`config.mk`:
```
export PLATFORM = sky130hd
export DESIGN_NAME = sram_ctrl
export DESIGN_NICKNAME = d
export VERILOG_FILES = /design/src/rtl/sram_ctrl_pkg.sv /design/src/rtl/sram_perf_cnt.sv /design/src/rtl/sram_ctrl.sv
export SDC_FILE = /design/constraint.sdc
export NUM_CORES = 1
export LEC_CHECK = 0
export CAP_MARGIN = 20
export CORE_ASPECT_RATIO = 1.25
export CORE_MARGIN = 2
export CORE_UTILIZATION = 45
export DETAILED_ROUTE_END_ITERATION = 7
export PLACE_DENSITY_LB_ADDON = 0.15
export SETUP_SLACK_MARGIN = 0.02
export SYNTH_ARGS = -nofsm -noshare
export SYNTH_HDL_FRONTEND = slang
export SYNTH_SLANG_ARGS = --single-unit
export TNS_END_PERCENT = 20
```
`constraint.sdc`:
```
create_clock -name clk -period 4.05 [get_ports clk]
set_input_delay 1.215 -clock clk [delete_from_list [all_inputs] [get_ports clk]]
set_output_delay 1.215 -clock clk [all_outputs]
set_load 0.03 [all_outputs]
```
`src/rtl/sram_ctrl_pkg.sv`:
```
// sram_ctrl_pkg: shared definitions for the SRAM controller slice.
//   - FSM state encoding (state_t and St* constants)
//   - default wait-state timing (RD_WAIT_DEF, WR_WAIT_DEF)
//   - SRAM data width (SRAM_DATA_W)
//   - helper functions used by the controller and the optional counter bank
package sram_ctrl_pkg;

  localparam int unsigned SRAM_DATA_W = 16;
  localparam int unsigned RD_WAIT_DEF = 2;
  localparam int unsigned WR_WAIT_DEF = 2;

  typedef logic [2:0] state_t;

  localparam state_t StIdle   = 3'd0;
  localparam state_t StRd     = 3'd1;
  localparam state_t StWr     = 3'd2;
  localparam state_t StWrHold = 3'd3;
  localparam state_t StDone   = 3'd4;

  // True while the SRAM is selected (chip enable asserted).
  function automatic logic state_busy(state_t s);
    return (s == StRd) || (s == StWr) || (s == StWrHold);
  endfunction

  // 32-bit increment that sticks at all-ones.
  function automatic logic [31:0] sat_inc(logic [31:0] v);
    return (v == 32'hFFFF_FFFF) ? v : v + 32'd1;
  endfunction

endpackage

```
`src/rtl/sram_perf_cnt.sv`:
```
// sram_perf_cnt: saturating performance counter bank for sram_ctrl.
// Only instantiated when SRAM_PERF_CNT_EN is defined.
// Ports:
//   clk, rst      - clock, asynchronous active-high reset
//   cnt_clr       - synchronous clear of all counters (wins over increments)
//   rd_inc        - pulse: a read completed
//   wr_inc        - pulse: a write completed
//   stall_inc     - level: CPU is stalled this cycle
//   rd_cnt, wr_cnt, stall_cnt - 32-bit saturating counts
module sram_perf_cnt
  import sram_ctrl_pkg::*;
(
  input  logic        clk,
  input  logic        rst,
  input  logic        cnt_clr,
  input  logic        rd_inc,
  input  logic        wr_inc,
  input  logic        stall_inc,
  output logic [31:0] rd_cnt,
  output logic [31:0] wr_cnt,
  output logic [31:0] stall_cnt
);

  logic [31:0] rd_cnt_q, rd_cnt_d;
  logic [31:0] wr_cnt_q, wr_cnt_d;
  logic [31:0] stall_cnt_q, stall_cnt_d;

  always_comb begin
    rd_cnt_d    = rd_cnt_q;
    wr_cnt_d    = wr_cnt_q;
    stall_cnt_d = stall_cnt_q;
    if (cnt_clr) begin
      rd_cnt_d    = 32'd0;
      wr_cnt_d    = 32'd0;
      stall_cnt_d = 32'd0;
    end else begin
      if (rd_inc)    rd_cnt_d    = sat_inc(rd_cnt_q);
      if (wr_inc)    wr_cnt_d    = sat_inc(wr_cnt_q);
      if (stall_inc) stall_cnt_d = sat_inc(stall_cnt_q);
    end
  end

  always_ff @(posedge clk or posedge rst) begin
    if (rst) begin
      rd_cnt_q    <= 32'd0;
      wr_cnt_q    <= 32'd0;
      stall_cnt_q <= 32'd0;
    end else begin
      rd_cnt_q    <= rd_cnt_d;
      wr_cnt_q    <= wr_cnt_d;
      stall_cnt_q <= stall_cnt_d;
    end
  end

  assign rd_cnt    = rd_cnt_q;
  assign wr_cnt    = wr_cnt_q;
  assign stall_cnt = stall_cnt_q;

endmodule

```
`src/rtl/sram_ctrl.sv`:
```
// sram_ctrl: single-word CPU data port to asynchronous 16-bit SRAM bridge with
// programmable wait states. Writes take priority when re and we are both set.
// Optional feature macro: SRAM_PERF_CNT_EN (adds cnt_clr, rd_cnt, wr_cnt, stall_cnt).
// Ports:
//   clk, rst            - clock, asynchronous active-high reset
//   addr, re, we, wdata - CPU request (addr/wdata held while stall=1)
//   rdata               - last completed read data
//   stall               - holds the CPU pipeline during an access (combinational)
//   sram_addr           - SRAM word address (CPU address zero-extended)
//   sram_dq_o/_oe/_i    - split SRAM data bus; tristate is resolved above this block
//   sram_ce_n, sram_oe_n, sram_we_n, sram_ub_n, sram_lb_n - active-low SRAM controls
// All SRAM pins are registered, computed from the next state.
module sram_ctrl
  import sram_ctrl_pkg::*;
#(
  parameter int unsigned ADDR_W  = 18,
  parameter int unsigned RD_WAIT = RD_WAIT_DEF,
  parameter int unsigned WR_WAIT = WR_WAIT_DEF
) (
  input  logic                   clk,
  input  logic                   rst,
  input  logic [15:0]            addr,
  input  logic                   re,
  input  logic                   we,
  input  logic [15:0]            wdata,
  output logic [15:0]            rdata,
  output logic                   stall,
  output logic [ADDR_W-1:0]      sram_addr,
  output logic [SRAM_DATA_W-1:0] sram_dq_o,
  output logic                   sram_dq_oe,
  input  logic [SRAM_DATA_W-1:0] sram_dq_i,
  output logic                   sram_ce_n,
  output logic                   sram_oe_n,
  output logic                   sram_we_n,
  output logic                   sram_ub_n,
  output logic                   sram_lb_n
`ifdef SRAM_PERF_CNT_EN
  ,
  input  logic                   cnt_clr,
  output logic [31:0]            rd_cnt,
  output logic [31:0]            wr_cnt,
  output logic [31:0]            stall_cnt
`endif
);

  // Counter is loaded with WAIT-1 so the state lasts exactly WAIT cycles.
  localparam logic [3:0] RdLoad = 4'(RD_WAIT - 1);
  localparam logic [3:0] WrLoad = 4'(WR_WAIT - 1);

  state_t                 state_q, state_d;
  logic [3:0]             wait_cnt_q, wait_cnt_d;
  logic [ADDR_W-1:0]      addr_q, addr_d;
  logic [SRAM_DATA_W-1:0] dq_o_q, dq_o_d;
  logic [15:0]            rdata_q, rdata_d;
  logic                   dq_oe_q, dq_oe_d;
  logic                   ce_n_q, ce_n_d;
  logic                   oe_n_q, oe_n_d;
  logic                   we_n_q, we_n_d;
  logic                   bsel_n_q, bsel_n_d;

  always_comb begin
    state_d    = state_q;
    wait_cnt_d = wait_cnt_q;
    addr_d     = addr_q;
    dq_o_d     = dq_o_q;
    rdata_d    = rdata_q;

    case (state_q)
      StIdle: begin
        if (we) begin
          state_d    = StWr;
          wait_cnt_d = WrLoad;
          addr_d     = ADDR_W'(addr);
          dq_o_d     = wdata;
        end else if (re) begin
          state_d    = StRd;
          wait_cnt_d = RdLoad;
          addr_d     = ADDR_W'(addr);
        end
      end
      StRd: begin
        if (wait_cnt_q == 4'd0) begin
          // oe_n has been low for RD_WAIT cycles: data is valid now.
          rdata_d = sram_dq_i;
          state_d = StDone;
        end else begin
          wait_cnt_d = wait_cnt_q - 4'd1;
        end
      end
      StWr: begin
        if (wait_cnt_q == 4'd0) begin
          state_d = StWrHold;
        end else begin
          wait_cnt_d = wait_cnt_q - 4'd1;
        end
      end
      StWrHold: state_d = StDone;
      // A request still present here is only seen again once back in idle.
      StDone:   state_d = StIdle;
      default:  state_d = StIdle;
    endcase

    // Pins follow the next state so they change on the same edge as the state.
    ce_n_d   = !state_busy(state_d);
    bsel_n_d = !state_busy(state_d);
    oe_n_d   = (state_d != StRd);
    we_n_d   = (state_d != StWr);
    dq_oe_d  = (state_d == StWr) || (state_d == StWrHold);
  end

  always_ff @(posedge clk or posedge rst) begin
    if (rst) begin
      state_q    <= StIdle;
      wait_cnt_q <= 4'd0;
      addr_q     <= '0;
      dq_o_q     <= '0;
      rdata_q    <= 16'd0;
      dq_oe_q    <= 1'b0;
      ce_n_q     <= 1'b1;
      oe_n_q     <= 1'b1;
      we_n_q     <= 1'b1;
      bsel_n_q   <= 1'b1;
    end else begin
      state_q    <= state_d;
      wait_cnt_q <= wait_cnt_d;
      addr_q     <= addr_d;
      dq_o_q     <= dq_o_d;
      rdata_q    <= rdata_d;
      dq_oe_q    <= dq_oe_d;
      ce_n_q     <= ce_n_d;
      oe_n_q     <= oe_n_d;
      we_n_q     <= we_n_d;
      bsel_n_q   <= bsel_n_d;
    end
  end

  assign stall      = ((state_q == StIdle) && (re || we)) || state_busy(state_q);
  assign rdata      = rdata_q;
  assign sram_addr  = addr_q;
  assign sram_dq_o  = dq_o_q;
  assign sram_dq_oe = dq_oe_q;
  assign sram_ce_n  = ce_n_q;
  assign sram_oe_n  = oe_n_q;
  assign sram_we_n  = we_n_q;
  assign sram_ub_n  = bsel_n_q;
  assign sram_lb_n  = bsel_n_q;

`ifdef SRAM_PERF_CNT_EN
  logic rd_done;
  logic wr_done;

  assign rd_done = (state_q == StRd) && (state_d == StDone);
  assign wr_done = (state_q == StWrHold) && (state_d == StDone);

  sram_perf_cnt u_perf_cnt (
    .clk       (clk),
    .rst       (rst),
    .cnt_clr   (cnt_clr),
    .rd_inc    (rd_done),
    .wr_inc    (wr_done),
    .stall_inc (stall),
    .rd_cnt    (rd_cnt),
    .wr_cnt    (wr_cnt),
    .stall_cnt (stall_cnt)
  );
`endif

endmodule

```
==> flow_summary.toml, run 1 <==
[synth]
yosys_warnings = 0
synth_top_area_share = 0.5752
postSynth.asyncResetShare = 1.000
syn_avg_cell_area_um2 = 14.76
ys_types = 33
synth-main-ff-cell = "dfrtp_1"
synth_area_leaders = "dfrtp_1 (58%), mux2_2 (18%), mux2_4 (6.2%)"
yosysSeqAreaShare = 0.6076
postSynthCellCount = 165
yosysMostFrequentCell = "dfrtp_1"
yosysTopAreaCell = "dfrtp_1"
netlist_area_mm2 = 0.002436
synth_seq_cells = 59
synthTopCellsByCount = "dfrtp_1 (56), mux2_2 (38), mux2_4 (10)"
synth_edf_count = 0

[sta]
relSlewSlack = 0.3962
max_slew.worst_pin.slew_ns = 0.9057
rsz0062_at_grt = "no"
max_freq_ghz = 0.2570
finalHoldViolations = 0
setup_violations = 0
finClkSkew_ns = 0.009103
fin_crit_sh = 0.9608
period_minus_slack_ns = 3.891
setup_tns_ns = 0
drv_slew = 0

[power]
switching_share = 0.3795
pwr-share-comb = 0.515
power_density_mw_per_mm2 = 969.9
vdd_drop_max_v = 0.0005819
power.internal_mw = 2.250
seqPwrFrac = 0.298
p_leak_nw = 1.604
netSwitchingPower_mw = 1.376
clockPowerShare = 0.187

[place]
portBuffers = 106
placed_cells = 322
gp_congestion = 0.7345
hpwlAfterDp_mm = 3.639

[critical_path]
path_max_fanout = 3
r2r_start = "wait_cnt_q[0]$_DFFE_PP0P_"
critPathArrivalTime_ns = 2.68
end_kind = "output pin"
required_ns = 2.83
reg2reg_depth = 5
cp-start-kind = "input port"
startpoint = "re"
criticalPathCategory = "input port to output pin"

[cts]
ctsHoldBuffers = 0
path_clk_slew_ns = 0.06
cts_max_level = 3
clock-sinks = 59
postCtsResizedCells = 0
post_cts.repair.setup_buffers = 0
cts_buffers = 9
clk_latency_ns = 0.33
cts_tree = "built"
cts-root-buf = "clkbuf_8"
clockBufferDepth = 2

[layout]
final_cells = 338
finalNetCount = 324
synthToLayoutAreaGrowth_pct = 53.47
fill_cells = 375
diodes = 0
drive_above_1_share = 0.2681

[floorplanning]
rows = 29
die_w_um = 69.81
start_util = 0.4728
die_y_um = 86.26
coreArea_mm2 = 0.005152
pin_count = 109
die_area_mm2 = 0.006022

[detailed_routing]
wirelength_mm = 5.094
wire_per_inst_um = 15.07
drt-initial-drc-count = 25
vias = 1661
viasPerCell = 4.914
drtAntennaViolNets = 0
firstDrtPassIters = 4
drc = 0

[run]
cap_violations = 0

[global_route]
grt_pass1_wl_mm = 8.307
track_usage = 0.1795
grt_max_degree = 60
overflow = 0
antenna_found_initial = 0
grt_pass1_vias = 1763

[min_path]
hold_path_class = "register to register"
worstHoldPathCells = 1
holdCritStartpoint = "rdata[10]$_DFFE_PP0P_"

[outcome]
outcome = "finished clean"
==> sequential cells by signal (all words and copies together) (netlist names) <==
name / cells
wait_cnt_q: 4
state_q: 3
sram_oe_n: 1
sram_dq_oe: 1
sram_we_n: 1
sram_addr: 16
sram_dq_o: 16
rdata: 16
sram_lb_n: 1
==> path summary, 6_finish.rpt <==
kind	to	slack, ns
setup / recovery	stall	0.16
hold / removal	rdata[10]$_DFFE_PP0P_	0.50
setup reg to reg	rdata[2]$_DFFE_PP0P_	1.88
hold reg to reg	rdata[10]$_DFFE_PP0P_	0.50
max in group asynchronous	sram_dq_o[11]$_DFFE_PP0P_	2.16
min in group asynchronous	sram_addr[10]$_DFFE_PP0P_	1.42
==> critical path, cell delays in order <==
cell             delay [ns]
clkdlybuf4s50_1        0.44
nor4_1                 0.33
nor2_1                 0.09
clkdlybuf4s50_1        0.60
==> placed cells by master, fill, tap and decap left out, types with 2 or more instances in the layout <==
cell / count
inv_1: 3
clkdlybuf4s50_1: 106
nand2_1: 3
a21oi_1: 3
conb_1: 2
bufinv_16: 3
a211oi_1: 2
nor4_1: 2
o21ai_0: 2
mux2_2: 38
nor2_1: 5
dfrtp_1: 56
inv_2: 3
clkbuf_8: 12
dfstp_2: 3
nor3_1: 6
mux2_4: 10
==> through the flow <==
| step | instance area, µm² | power (mW) | util | setup WS, ns | hold WS [ns] |
|---|---|---|---|---|---|
| after detailed placement | 3478 | 2.975 | 0.6751 | 0.1563 | 0.4902 |
| after CTS | 3739 | 3.672 | 0.7256 | 0.1545 | 0.5071 |
| after global placement | 3478 | 2.930 | 0.6751 | 0.2040 | 0.4876 |
| after floorplan | 2440 | 2.281 | - | 1.129 | 0.4784 |
| after global routing | 3739 | 3.820 | 0.7256 | 0.07364 | 0.5133 |
| final | 3739 | 3.626 | 0.7256 | 0.1587 | 0.5035 |
==> power groups by stage <==
stage / clock [mW] / combinational (mW) / sequential, mW
global placement: 0 / 1.86 / 1.07
global route: 0.724 / 1.97 / 1.13
detailed placement: 0 / 1.88 / 1.09
CTS: 0.696 / 1.89 / 1.09
floorplan: 0 / 0.700 / 1.58
finish: 0.679 / 1.87 / 1.08
==> cell families after synthesis <==
kind of cell,share of synthesized area
and+or+nand+nor,0.05342
buffers and inverters,0.05341
adders and majority gates,0.005135
muxes,0.2414
xor gates and xnor gates,0.003596
other,0.001539
DFF,0.6076
AOI/OAI and AO/OA,0.03390
==> cell type report <==
| class | instances | area [µm²] | share of cell area |
|---|---|---|---|
| tap | 62 | 77.57 | 0.02075 |
| sequential | 59 | 1480 | 0.3959 |
| timing repair buffer | 107 | 1069 | 0.2858 |
| clock buffer | 12 | 165.2 | 0.04418 |
| inverter | 6 | 22.52 | 0.006024 |
| clock inverter | 4 | 95.09 | 0.02544 |
| multi-input combinational | 88 | 829.5 | 0.2219 |
==> metal layers <==
metal,global-route usage,part of all wire
met3,0.08488,0.086
met1,0.2136,0.42
met2,0.2857,0.48
met5,0,0
met4,0.06643,0.014
Note: power is estimated with default switching activity, not from simulation.
==> inputs of run 2 (changes only) <==
--- a/config.mk
+++ b/config.mk
@@ -9,8 +9,10 @@
 export CORE_ASPECT_RATIO = 1.25
 export CORE_MARGIN = 2
 export CORE_UTILIZATION = 45
+export CTS_CLUSTER_SIZE = 40
 export DETAILED_ROUTE_END_ITERATION = 7
 export PLACE_DENSITY_LB_ADDON = 0.15
+export RECOVER_POWER = 100
 export SETUP_SLACK_MARGIN = 0.02
 export SYNTH_ARGS = -nofsm -noshare
 export SYNTH_HDL_FRONTEND = slang
==> run 2 against run 1 <==
Net effect: maximum frequency about the same; clock power barely moved; setup slack is essentially flat; first-iteration DRC count down 12%; via count increased by 0.84%; sequential power about the same; sequential cell count stayed put; hold slack got worse by 0.020 ns; critical path type unchanged; largest power group unchanged.
==> flow_summary.toml, run 2 (synthesis results as in run 1) <==
[global_route]
track_usage = 0.1795
antenna_found_initial = 0
grt_pass1_vias = 1763
overflow = 0
grt_max_degree = 60
grt_pass1_wl_mm = 8.307

[critical_path]
end_kind = "output pin"
startpoint = "re"
critPathArrivalTime_ns = 2.68
criticalPathCategory = "input port to output pin"
r2r_start = "state_q[0]$_DFF_PP0_"
rrSetupSlack_ns = 1.83
path_max_fanout = 3
cp-start-kind = "input port"
required_ns = 2.83

[floorplanning]
coreArea_mm2 = 0.005152
start_util = 0.4728
die_area_mm2 = 0.006022
rows = 29
die_w_um = 69.81
die_y_um = 86.26
pin_count = 109

[layout]
final_common_cell = "dfrtp_1"
finalNetCount = 324
diodes = 0
post-route-cell-area_mm2 = 0.003694
fill_cells = 388
synthToLayoutAreaGrowth_pct = 51.62
final_cell_mix = "dfrtp_1 (56), dlygate4sd3_1 (55), clkdlybuf4s50_1 (51), mux2_2 (37), clkbuf_8 (12)"
final_core_util = 0.7169
drive_above_1_share = 0.2210

[power]
clockPowerShare = 0.197
switching_share = 0.3923
report.power.total_mw = 3.453
p_leak_nw = 1.564
power_density_mw_per_mm2 = 935.0
pwr-share-comb = 0.496
power.internal_mw = 2.099
vdd_drop_max_v = 0.0005478
seqPwrFrac = 0.308
netSwitchingPower_mw = 1.355

[sta]
drv_slew = 0
fin_ws_ns = 0.1585
period_minus_slack_ns = 3.892
finClkSkew_ns = 0.008652
rsz0062_at_grt = "no"
relSlewSlack = 0.04604
max_slew.worst_pin.slew_ns = 1.431
fin_crit_sh = 0.9609
setup_tns_ns = 0
setup_violations = 0
finalHoldViolations = 0
max_freq_ghz = 0.2570

[detailed_routing]
wirelength_mm = 5.054
vias = 1675
drt-initial-drc-count = 22
firstDrtPassIters = 4
wire_per_inst_um = 14.95
drc = 0
drtAntennaViolNets = 0
viasPerCell = 4.956

[min_path]
holdCritStartpoint = "rdata[9]$_DFFE_PP0P_"
hold_path_class = "register to register"

[place]
dpl-instance-area_mm2 = 0.003478
portBuffers = 106
gp_congestion = 0.7345
hpwlAfterDp_mm = 3.639
dpl_worst_slack_ns = 0.1563

[cts]
postCtsResizedCells = 0
clock-sinks = 59
cts_tree = "built"
cts_buffers = 9
clk_latency_ns = 0.33
cts_max_level = 3
post_cts.repair.setup_buffers = 0
ctsHoldBuffers = 0
path_clk_slew_ns = 0.06
cts-root-buf = "clkbuf_8"
clockBufferDepth = 2

[outcome]
outcome = "finished clean"

[run]
cap_violations = 0
run 2: power by group through the flow:
stage	registers, mW	clock network, mW	logic [mW]
detailed placement	1.09	0	1.88
global placement	1.07	0	1.86
global route	1.11	0.724	1.81
CTS	1.09	0.696	1.89
floorplan	1.58	0	0.700
finish	1.06	0.679	1.71
run 2: metrics by stage:
stage | hold slack [ns] | std cells
5_1_grt | 0.5080 | 338
3_3_place_gp | 0.4876 | 322
3_5_place_dp | 0.4902 | 322
6_report | 0.4834 | 338
2_1_floorplan | 0.4784 | 166
4_1_cts | 0.5071 | 338
run 2: critical path, cell delays in order:
cell,delay (ns)
clkdlybuf4s50_1,0.44
nor4_1,0.33
nor2_1,0.09
clkdlybuf4s50_1,0.60
run 2: per-layer routing:
layer	GRT usage	wire length, µm	vias to the layer above
li1	-	-	788
met1	0.2136	2078	806
met2	0.2857	2458	75
met3	0.08488	443	6
met4	0.06643	72	0
met5	0	0	-
run 2: worst paths after layout:
path	end	depth (start not counted)
max	stall	4
min	rdata[9]$_DFFE_PP0P_	1
max reg2reg	sram_dq_o[5]$_DFFE_PP0P_	3
min reg2reg	rdata[9]$_DFFE_PP0P_	1
max in group asynchronous	sram_dq_o[11]$_DFFE_PP0P_	3
min in group asynchronous	sram_addr[10]$_DFFE_PP0P_	3
run 2: final cells by class:
| cell class | instances | area [µm²] | area share |
|---|---|---|---|
| flip-flops and latches | 59 | 1480 | 0.4007 |
| repair buffers | 107 | 1066 | 0.2886 |
| well taps | 62 | 77.57 | 0.02100 |
| multi-input cells | 88 | 787.0 | 0.2131 |
| clock buffers | 12 | 165.2 | 0.04472 |
| clock inverters | 4 | 95.09 | 0.02575 |
| inverters | 6 | 22.52 | 0.006098 |
